--- config.mk ---
export PLATFORM = sky130hd
export DESIGN_NAME = hazard_unit
export DESIGN_NICKNAME = d
export VERILOG_FILES = /design/src/rtl/hazard_pkg.sv /design/src/rtl/hazard_scoreboard_entry.sv /design/src/rtl/hazard_unit.sv
export SDC_FILE = /design/constraint.sdc
export NUM_CORES = 1
export LEC_CHECK = 0
export ABC_AREA = 1
export BUFFER_PORTS_ARGS = -buffer_cell sky130_fd_sc_hd__buf_2
export CAP_MARGIN = 20
export CORE_ASPECT_RATIO = 1.25
export CORE_UTILIZATION = 50
export DETAILED_ROUTE_END_ITERATION = 10
export HOLD_SLACK_MARGIN = 0.06
export PLACE_DENSITY = 0.73
export RECOVER_POWER = 25
export SYNTH_ARGS = -nofsm -noshare
export SYNTH_HDL_FRONTEND = slang
export SYNTH_SLANG_ARGS = --single-unit
--- constraint.sdc ---
create_clock -name clk -period 2.2 [get_ports clk]
set_input_delay 0.33 -clock clk [delete_from_list [all_inputs] [get_ports clk]]
set_output_delay 0.33 -clock clk [all_outputs]
set_load 0.01 [all_outputs]
--- src/rtl/hazard_pkg.sv ---
// rtl/hazard_pkg.sv - forwarding encodings, scoreboard entry type and source-select helper
package hazard_pkg;

   localparam int REG_ADDR_W = 3;

   localparam logic [1:0] FWD_REGFILE = 2'b00;
   localparam logic [1:0] FWD_MEM     = 2'b01;
   localparam logic [1:0] FWD_WB      = 2'b10;

   typedef struct packed {
      logic                  valid;
      logic [REG_ADDR_W-1:0] dest;
      logic                  is_load;
   } sb_entry_t;

   // A load sitting in EX is never a forwarding source; that case is a load-use stall instead.
   function automatic logic [1:0] fwd_select(input logic uses,
                                             input logic [REG_ADDR_W-1:0] src,
                                             input sb_entry_t ex,
                                             input sb_entry_t mem);
      if (!uses)
         return FWD_REGFILE;
      if (ex.valid && !ex.is_load && ex.dest == src)
         return FWD_MEM;
      if (mem.valid && mem.dest == src)
         return FWD_WB;
      return FWD_REGFILE;
   endfunction

endpackage

--- src/rtl/hazard_scoreboard_entry.sv ---
// rtl/hazard_scoreboard_entry.sv - one scoreboard stage register with bubble insert
module hazard_scoreboard_entry
   import hazard_pkg::*;
(
   input  logic      clk,
   input  logic      rst,
   input  logic      bubble,
   input  sb_entry_t d,
   output sb_entry_t q
);

   always_ff @(posedge clk) begin
      if (rst || bubble)
         q <= '0;
      else
         q <= d;
   end

endmodule

--- src/rtl/hazard_unit.sv ---
// rtl/hazard_unit.sv - load-use stall, branch flush and registered EX forwarding selects
module hazard_unit
   import hazard_pkg::*;
#(
   parameter int CNT_W = 16
)(
   input  logic                  clk,
   input  logic                  rst,
   input  logic [REG_ADDR_W-1:0] r1Address,
   input  logic [REG_ADDR_W-1:0] r2Address,
   input  logic                  idUsesR1,
   input  logic                  idUsesR2,
   input  logic [REG_ADDR_W-1:0] idDest,
   input  logic                  idRegWrite,
   input  logic                  idLDM,
   input  logic                  branchTaken,
   output logic                  sstall,
   output logic                  flush,
   output logic [1:0]            fwdASel,
   output logic [1:0]            fwdBSel,
   output logic [CNT_W-1:0]      stallCount,
   output logic [CNT_W-1:0]      flushCount
);

   sb_entry_t id_entry;
   sb_entry_t ex_q;
   sb_entry_t mem_q;
   sb_entry_t wb_unused;
   logic      load_use;
   logic      bubble;

   always_comb begin
      id_entry         = '0;
      id_entry.valid   = idRegWrite;
      id_entry.dest    = idDest;
      id_entry.is_load = idLDM;
   end

   always_comb begin
      load_use = ex_q.valid && ex_q.is_load &&
                 ((idUsesR1 && ex_q.dest == r1Address) ||
                  (idUsesR2 && ex_q.dest == r2Address));
      // A taken branch squashes the dependent instruction, so no stall is needed.
      flush  = branchTaken;
      sstall = load_use && !branchTaken;
      bubble = sstall || flush;
   end

   hazard_scoreboard_entry u_ex  (.clk(clk), .rst(rst), .bubble(bubble), .d(id_entry), .q(ex_q));
   hazard_scoreboard_entry u_mem (.clk(clk), .rst(rst), .bubble(1'b0),   .d(ex_q),     .q(mem_q));
   hazard_scoreboard_entry u_wb  (.clk(clk), .rst(rst), .bubble(1'b0),   .d(mem_q),    .q(wb_unused));

   always_ff @(posedge clk) begin
      if (rst || bubble) begin
         fwdASel <= FWD_REGFILE;
         fwdBSel <= FWD_REGFILE;
      end else begin
         fwdASel <= fwd_select(idUsesR1, r1Address, ex_q, mem_q);
         fwdBSel <= fwd_select(idUsesR2, r2Address, ex_q, mem_q);
      end
   end

   always_ff @(posedge clk) begin
      if (rst) begin
         stallCount <= '0;
         flushCount <= '0;
      end else begin
         if (sstall && stallCount != {CNT_W{1'b1}})
            stallCount <= stallCount + CNT_W'(1);
         if (flush && flushCount != {CNT_W{1'b1}})
            flushCount <= flushCount + CNT_W'(1);
      end
   end

endmodule
## Word level (Yosys, flattened, before mapping)

Index checks and enable logic that the tools add are counted.

| cells by class | value |
|---|---|
| add/sub/neg operators | 2 |
| eq/ne operators | 6 |
| muxes and demuxes | 30 |
| reduce and logical (&&, ||, !) cells | 17 |

Operators with widths:

| kind | count |
|---|---|
| $add A16 B1 Y16 const B | 2 |
| $ne A16 B16 Y1 const B | 2 |
| $mux W2 | 12 |
| $mux W1 | 18 |
| $eq A3 B3 Y1 | 4 |
| $logic_and A1 B1 Y1 | 12 |
| $logic_or A1 B1 Y1 | 3 |
| $logic_not A1 Y1 | 2 |

| word-level totals | value |
|---|---|
| flip-flop bits (word level) | 45 |
| output and inout bits | 38 |
| word-level logic and storage cells | 64 |

## Logic depth before layout (Yosys ltp)

| depth | value |
|---|---|
| depth in word-level cells | 16 |
| mapped depth | 11 |

## By module

Synthesis repeated with hierarchy kept, for this count alone.

| second synthesis, totals | value |
|---|---|
| cells, all modules | 373 |
| area, all modules | 2516.2 sq um |

Modules (own cells, without submodules):

| module | times used | cells an instance | area an instance (sq um) |
|---|---|---|---|
| hazard_unit | 1 | 337 | 2178.3 |
| hazard_scoreboard_entry | 2 | 18 | 168.9 |

## Worst setup path before layout

OpenSTA, ideal clock, no wires.

| path | value |
|---|---|
| path kind | reg2reg |
| from | reg flushCount[1] |
| to | reg flushCount[9] |
| arrival | 1443 ps |
| data required time | 2128 ps |
| path slack | 685 ps |
| cell stages (with the launch flop) | 11 |
| period minus slack after synthesis | 1515 ps |
| path through | dfxtp_1 ha_1 nand2_1 inv_2 nand2_2 nor2_1 nand3_2 nand2_4 buf_6 nor3_1 nor3b_2 |

| between the ends | value |
|---|---|
| word-level cells in the longest chain between the ends | 2 |

RTL lines:

| item | line | text |
|---|---|---|
| start, declared | hazard_unit.sv:22 | `output logic [CNT_W-1:0] flushCount` |
| start signal, assigned | hazard_unit.sv:71 | `flushCount <= flushCount + CNT_W'(1);` |
| parallel branches: the longest is 2 deep, another holds $add A16 B1 Y16 | -- |  |

Parallel ways; which one is timed is not known.
A chain may end at the register's enable or synchronous reset.

## Worst setup path in the final report

| path | value |
|---|---|
| from | reg u_ex.q[1] (netlist name) |
| to | out sstall |

| between the ends | value |
|---|---|
| word-level cells in the longest chain between the ends | 5 |

RTL lines:

| item | line | text |
|---|---|---|
| start, declared | hazard_scoreboard_entry.sv:9 | `output sb_entry_t q` |
| start signal, assigned | hazard_scoreboard_entry.sv:14 | `q <= '0;` |
| start signal, assigned | hazard_scoreboard_entry.sv:16 | `q <= d;` |
| $eq A3 B3 Y1 (on tied branches) | hazard_unit.sv:41, hazard_unit.sv:42 |  |
| $logic_and A1 B1 Y1 (on tied branches) | hazard_unit.sv:41, hazard_unit.sv:42 |  |
| $logic_or A1 B1 Y1 * | hazard_unit.sv:41 | `((idUsesR1 && ex_q.dest == r1Address) \|\|` |
| $logic_and A1 B1 Y1 * | hazard_unit.sv:40 | `load_use = ex_q.valid && ex_q.is_load &&` |
| $logic_and A1 B1 Y1 * | hazard_unit.sv:45 | `sstall = load_use && !branchTaken;` |
| end, declared | hazard_unit.sv:17 | `output logic sstall,` |

Mark *: on every way between the ends. The rest lies on a longest branch, timed or not.

==> metrics.txt <==
# TYPE chip_impl_metric gauge
chip_impl_metric{name="syn-cell-area",unit="µm²"} 2390
chip_impl_metric{name="clock_network_fraction_of_total_power",unit="%"} 44.2
chip_impl_metric{name="worstPathArrival",unit="ps"} 1500
chip_impl_metric{name="post_cts_hold_buffer_count",unit=""} 0
chip_impl_metric{name="fin_setup_tns",unit="ps"} 0
chip_impl_info{name="timing.hold.worst.class",value="in -> reg"} 1
chip_impl_metric{name="maxCapViolations",unit=""} 0
chip_impl_metric{name="std_cell_rows",unit=""} 27
chip_impl_info{name="critical_path.startpoint_type",value="flop"} 1
chip_impl_metric{name="synth.ff_latch_count",unit=""} 45
chip_impl_metric{name="initial_utilization",unit="%"} 53.2
chip_impl_metric{name="numPortBuffers",unit=""} 53
chip_impl_info{name="run_status",value="complete, no violations"} 1
chip_impl_metric{name="leakagePower",unit="nW"} 1.37
chip_impl_metric{name="drt_first_iter_violations",unit=""} 132
chip_impl_metric{name="clock_latency",unit="ps"} 300
chip_impl_info{name="yosys.area.top_type",value="sky130_fd_sc_hd__dfxtp_1"} 1
chip_impl_metric{name="postSynthAreaPerCell",unit="µm²"} 6.72
chip_impl_metric{name="drtPass1Iterations",unit=""} 4
chip_impl_metric{name="cts.sink_count",unit=""} 45
chip_impl_metric{name="post-route-drc-count",unit=""} 0
chip_impl_metric{name="proportion_of_layout_cells_with_a_drive_suffix_above_1",unit="%"} 13.9
chip_impl_metric{name="report.final.setup_viol",unit=""} 0
chip_impl_metric{name="core_area",unit="µm²"} 4490
chip_impl_info{name="endpoint_of_the_lowest_slack_register_to_register_path",value="flushCount[6]"} 1
chip_impl_metric{name="timing_worst_slew_pin_value",unit="ps"} 490
chip_impl_info{name="mostFrequentLayoutCell",value="sky130_fd_sc_hd__nand2_1"} 1
chip_impl_metric{name="timing.final.hold_violations",unit=""} 0
chip_impl_metric{name="global_route.overflow_total",unit=""} 0
chip_impl_metric{name="synth.distinct_cells",unit=""} 27
chip_impl_metric{name="cts_buffers",unit=""} 5
chip_impl_metric{name="gp_congestion",unit=""} 0.862
chip_impl_metric{name="floorplan.die_area",unit="µm²"} 5070
chip_impl_metric{name="syn_nets",unit=""} 374
chip_impl_metric{name="finalCritPeriodShare",unit="%"} 83.1
chip_impl_metric{name="grt_pass1_vias",unit=""} 2084
chip_impl_metric{name="route.detailed.vias_per_inst",unit=""} 4.85
chip_impl_info{name="cp-startpoint",value="u_ex.q[1]"} 1
chip_impl_metric{name="ant_nets",unit=""} 0
chip_impl_metric{name="netSwitchingPower",unit="W"} 0.000343
chip_impl_metric{name="achievable-frequency",unit="MHz"} 547
chip_impl_metric{name="cts-root-to-sink-buffers",unit=""} 2
chip_impl_metric{name="synth-seq-area-share",unit="%"} 37.7
chip_impl_info{name="rr_startpoint",value="flushCount[1]"} 1
chip_impl_metric{name="synth_top_area_share",unit="%"} 37.7
chip_impl_metric{name="cell_internal_pwr",unit="W"} 0.00131
chip_impl_metric{name="finalWirelength",unit="µm"} 5130
chip_impl_metric{name="largest_net_degree_at_the_start_of_global_routing",unit=""} 29
chip_impl_metric{name="power.density",unit="nW/µm²"} 591
chip_impl_metric{name="clkTransAtPathRegs",unit="ps"} 80
chip_impl_metric{name="cts.repair.resized",unit=""} 0
chip_impl_metric{name="post_drt_wl_per_cell",unit="µm"} 10.9
chip_impl_info{name="layout.cells.most_common_list",value="sky130_fd_sc_hd__nand2_1, sky130_fd_sc_hd__nor2_1, sky130_fd_sc_hd__inv_1"} 1
chip_impl_metric{name="critPathRequiredTime",unit="ps"} 1870
chip_impl_info{name="synthTopCellsByArea",value="sky130_fd_sc_hd__dfxtp_1, sky130_fd_sc_hd__nand2_1, sky130_fd_sc_hd__nor2_1, sky130_fd_sc_hd__inv_1, sky130_fd_sc_hd__xor2_1"} 1
chip_impl_metric{name="ys.warnings.count",unit=""} 0
chip_impl_metric{name="post-cts-setup-buffers",unit=""} 0
chip_impl_metric{name="largest_fanout_on_the_critical_path",unit=""} 4
chip_impl_metric{name="final_period_minus_worst_setup_slack",unit="ps"} 1830
chip_impl_metric{name="nets",unit=""} 428
chip_impl_metric{name="detailroute.via_count",unit=""} 2276
chip_impl_metric{name="placement.setup.worst_slack",unit="ps"} 519
chip_impl_metric{name="hpwl",unit="µm"} 3830
chip_impl_metric{name="grt_first_pass_wirelength",unit="µm"} 8760
chip_impl_info{name="clock_tree_from_tritoncts",value="done"} 1
chip_impl_info{name="timing.setup.critical_path_class",value="reg -> out"} 1
chip_impl_metric{name="grt_antenna_before_repair",unit=""} 0
chip_impl_metric{name="design.portCount",unit=""} 54
chip_impl_metric{name="floorplan.die.width",unit="µm"} 63.9
chip_impl_info{name="clockRootBuffer",value="sky130_fd_sc_hd__clkbuf_8"} 1
chip_impl_metric{name="worst_r2r_path_depth",unit=""} 10
chip_impl_metric{name="peakVddDrop",unit="µV"} 391
chip_impl_metric{name="grt.total_usage",unit="%"} 21.9
chip_impl_metric{name="skew",unit="ps"} 9.84
chip_impl_metric{name="power.combinational.fraction",unit="%"} 5.5
chip_impl_metric{name="final-max-slew-violation-count",unit=""} 0
chip_impl_metric{name="post_synth_inst_count",unit=""} 356
chip_impl_info{name="critPathCapture",value="sstall"} 1
chip_impl_metric{name="fp.dieH",unit="µm"} 79.3
chip_impl_metric{name="p_sw_share",unit="%"} 20.8
chip_impl_metric{name="post-route-worst-setup-slack",unit="ps"} 372
chip_impl_info{name="hold_start",value="idDest[1]"} 1
chip_impl_metric{name="seq_power_share",unit="%"} 50.4
chip_impl_metric{name="n_antenna_cell",unit=""} 0
chip_impl_metric{name="reg2reg_slack",unit="ps"} 490
chip_impl_metric{name="area.growth.synth_to_final",unit="%"} 16.6
chip_impl_info{name="rsz0062_at_grt",value="no"} 1
chip_impl_info{name="end_kind",value="output port"} 1
chip_impl_metric{name="slew_headroom",unit="%"} 67.3
chip_impl_metric{name="clock_tree.htree_level_count",unit=""} 2
-- worst min-delay path by stage --
stage	endpoint	cells past startpoint
floorplan	flushCount[9]	1
global placement	u_mem.q[4]	2
detailed placement	u_mem.q[4]	2
CTS	u_ex.q[1]	3
global route	u_ex.q[1]	3
finish	u_ex.q[2]	3
-- area by class of cell --
type	instances	area, µm²
multi-input combinational	251	1230
sequential	45	901
tap	58	72.6
clock buffer	5	68.8
timing repair buffer	54	253
clock inverter	3	65.1
fill	452	1700
inverter	53	199
-- critical path, cell delays in order, from the launching register on --
cell                      delay, ps
sky130_fd_sc_hd__dfxtp_1        410
sky130_fd_sc_hd__xnor2_1        160
sky130_fd_sc_hd__nand4_1        130
sky130_fd_sc_hd__nand2_2        140
sky130_fd_sc_hd__nand3_1        130
sky130_fd_sc_hd__inv_1          100
sky130_fd_sc_hd__buf_2          130
-- sequential cells by signal, summed over array words and instances, names as in the netlist --
register	cells
u_mem.q	4
u_ex.q	5
stallCount	16
fwdASel	2
flushCount	16
fwdBSel	2
-- metal layers --
metal  vias to the layer above  share of wire (%)  global-route usage (%)
met2                        50                 50                    39.0
met1                      1010                 45                    25.0
met4                         0                1.7                    9.09
li1                       1208                  -                       -
met3                         8                3.4                    4.45
met5                         -                  0                       0
-- cell usage after synthesis --
library cell,count
sky130_fd_sc_hd__nand3_1,10
sky130_fd_sc_hd__dfxtp_1,45
sky130_fd_sc_hd__nand3_2,2
sky130_fd_sc_hd__xor2_1,14
sky130_fd_sc_hd__buf_4,1
sky130_fd_sc_hd__inv_1,51
sky130_fd_sc_hd__o21ai_1,1
sky130_fd_sc_hd__nor3b_1,1
sky130_fd_sc_hd__inv_2,2
sky130_fd_sc_hd__nand2_1,83
sky130_fd_sc_hd__nor3_1,11
sky130_fd_sc_hd__clkbuf_1,2
sky130_fd_sc_hd__nor2_1,71
sky130_fd_sc_hd__xnor2_1,8
sky130_fd_sc_hd__a31oi_1,1
sky130_fd_sc_hd__nand2_4,1
sky130_fd_sc_hd__buf_6,3
sky130_fd_sc_hd__a21oi_1,12
sky130_fd_sc_hd__o21ai_0,12
sky130_fd_sc_hd__nand4_1,14
sky130_fd_sc_hd__nand4_4,1
sky130_fd_sc_hd__clkbuf_8,1
sky130_fd_sc_hd__nor2_2,1
sky130_fd_sc_hd__nor3b_2,1
sky130_fd_sc_hd__ha_1,2
sky130_fd_sc_hd__and3_1,2
sky130_fd_sc_hd__nand2_2,3
-- logic make-up (layout without fill, tap and decap cells) --
logic type	Yosys count	count (layout)	synth area share, %
fa+ha+maj	2	2	1.05
buf+inv	60	115	10.9
simple gates	201	201	36.8
compound gates	26	26	5.49
xor+xnor	22	22	8.05
flops	45	45	37.7
-- per-stage QoR --
stage	hold WS [ps]	total power (W)	util (%)	instances	area, µm²
finish	240	0.00165	62.1	469	2790
global route	248	0.00172	62.1	469	2790
CTS	233	0.00166	62.5	469	2810
detailed placement	449	0.000941	59.5	461	2680
global placement	434	0.000939	59.5	461	2680
floorplan	400	0.000909	-	356	2390
-- power by group through the flow --
stage | Sequential, W | Combinational, W | Clock [W]
2_1_floorplan | 0.000850 | 0.0000587 | 0
3_3_place_gp | 0.000849 | 0.0000903 | 0
3_5_place_dp | 0.000850 | 0.0000912 | 0
4_1_cts | 0.000831 | 0.0000917 | 0.000742
5_1_grt | 0.000832 | 0.000102 | 0.000785
6_report | 0.000831 | 0.0000903 | 0.000728
(Power assumes the default switching activity.)
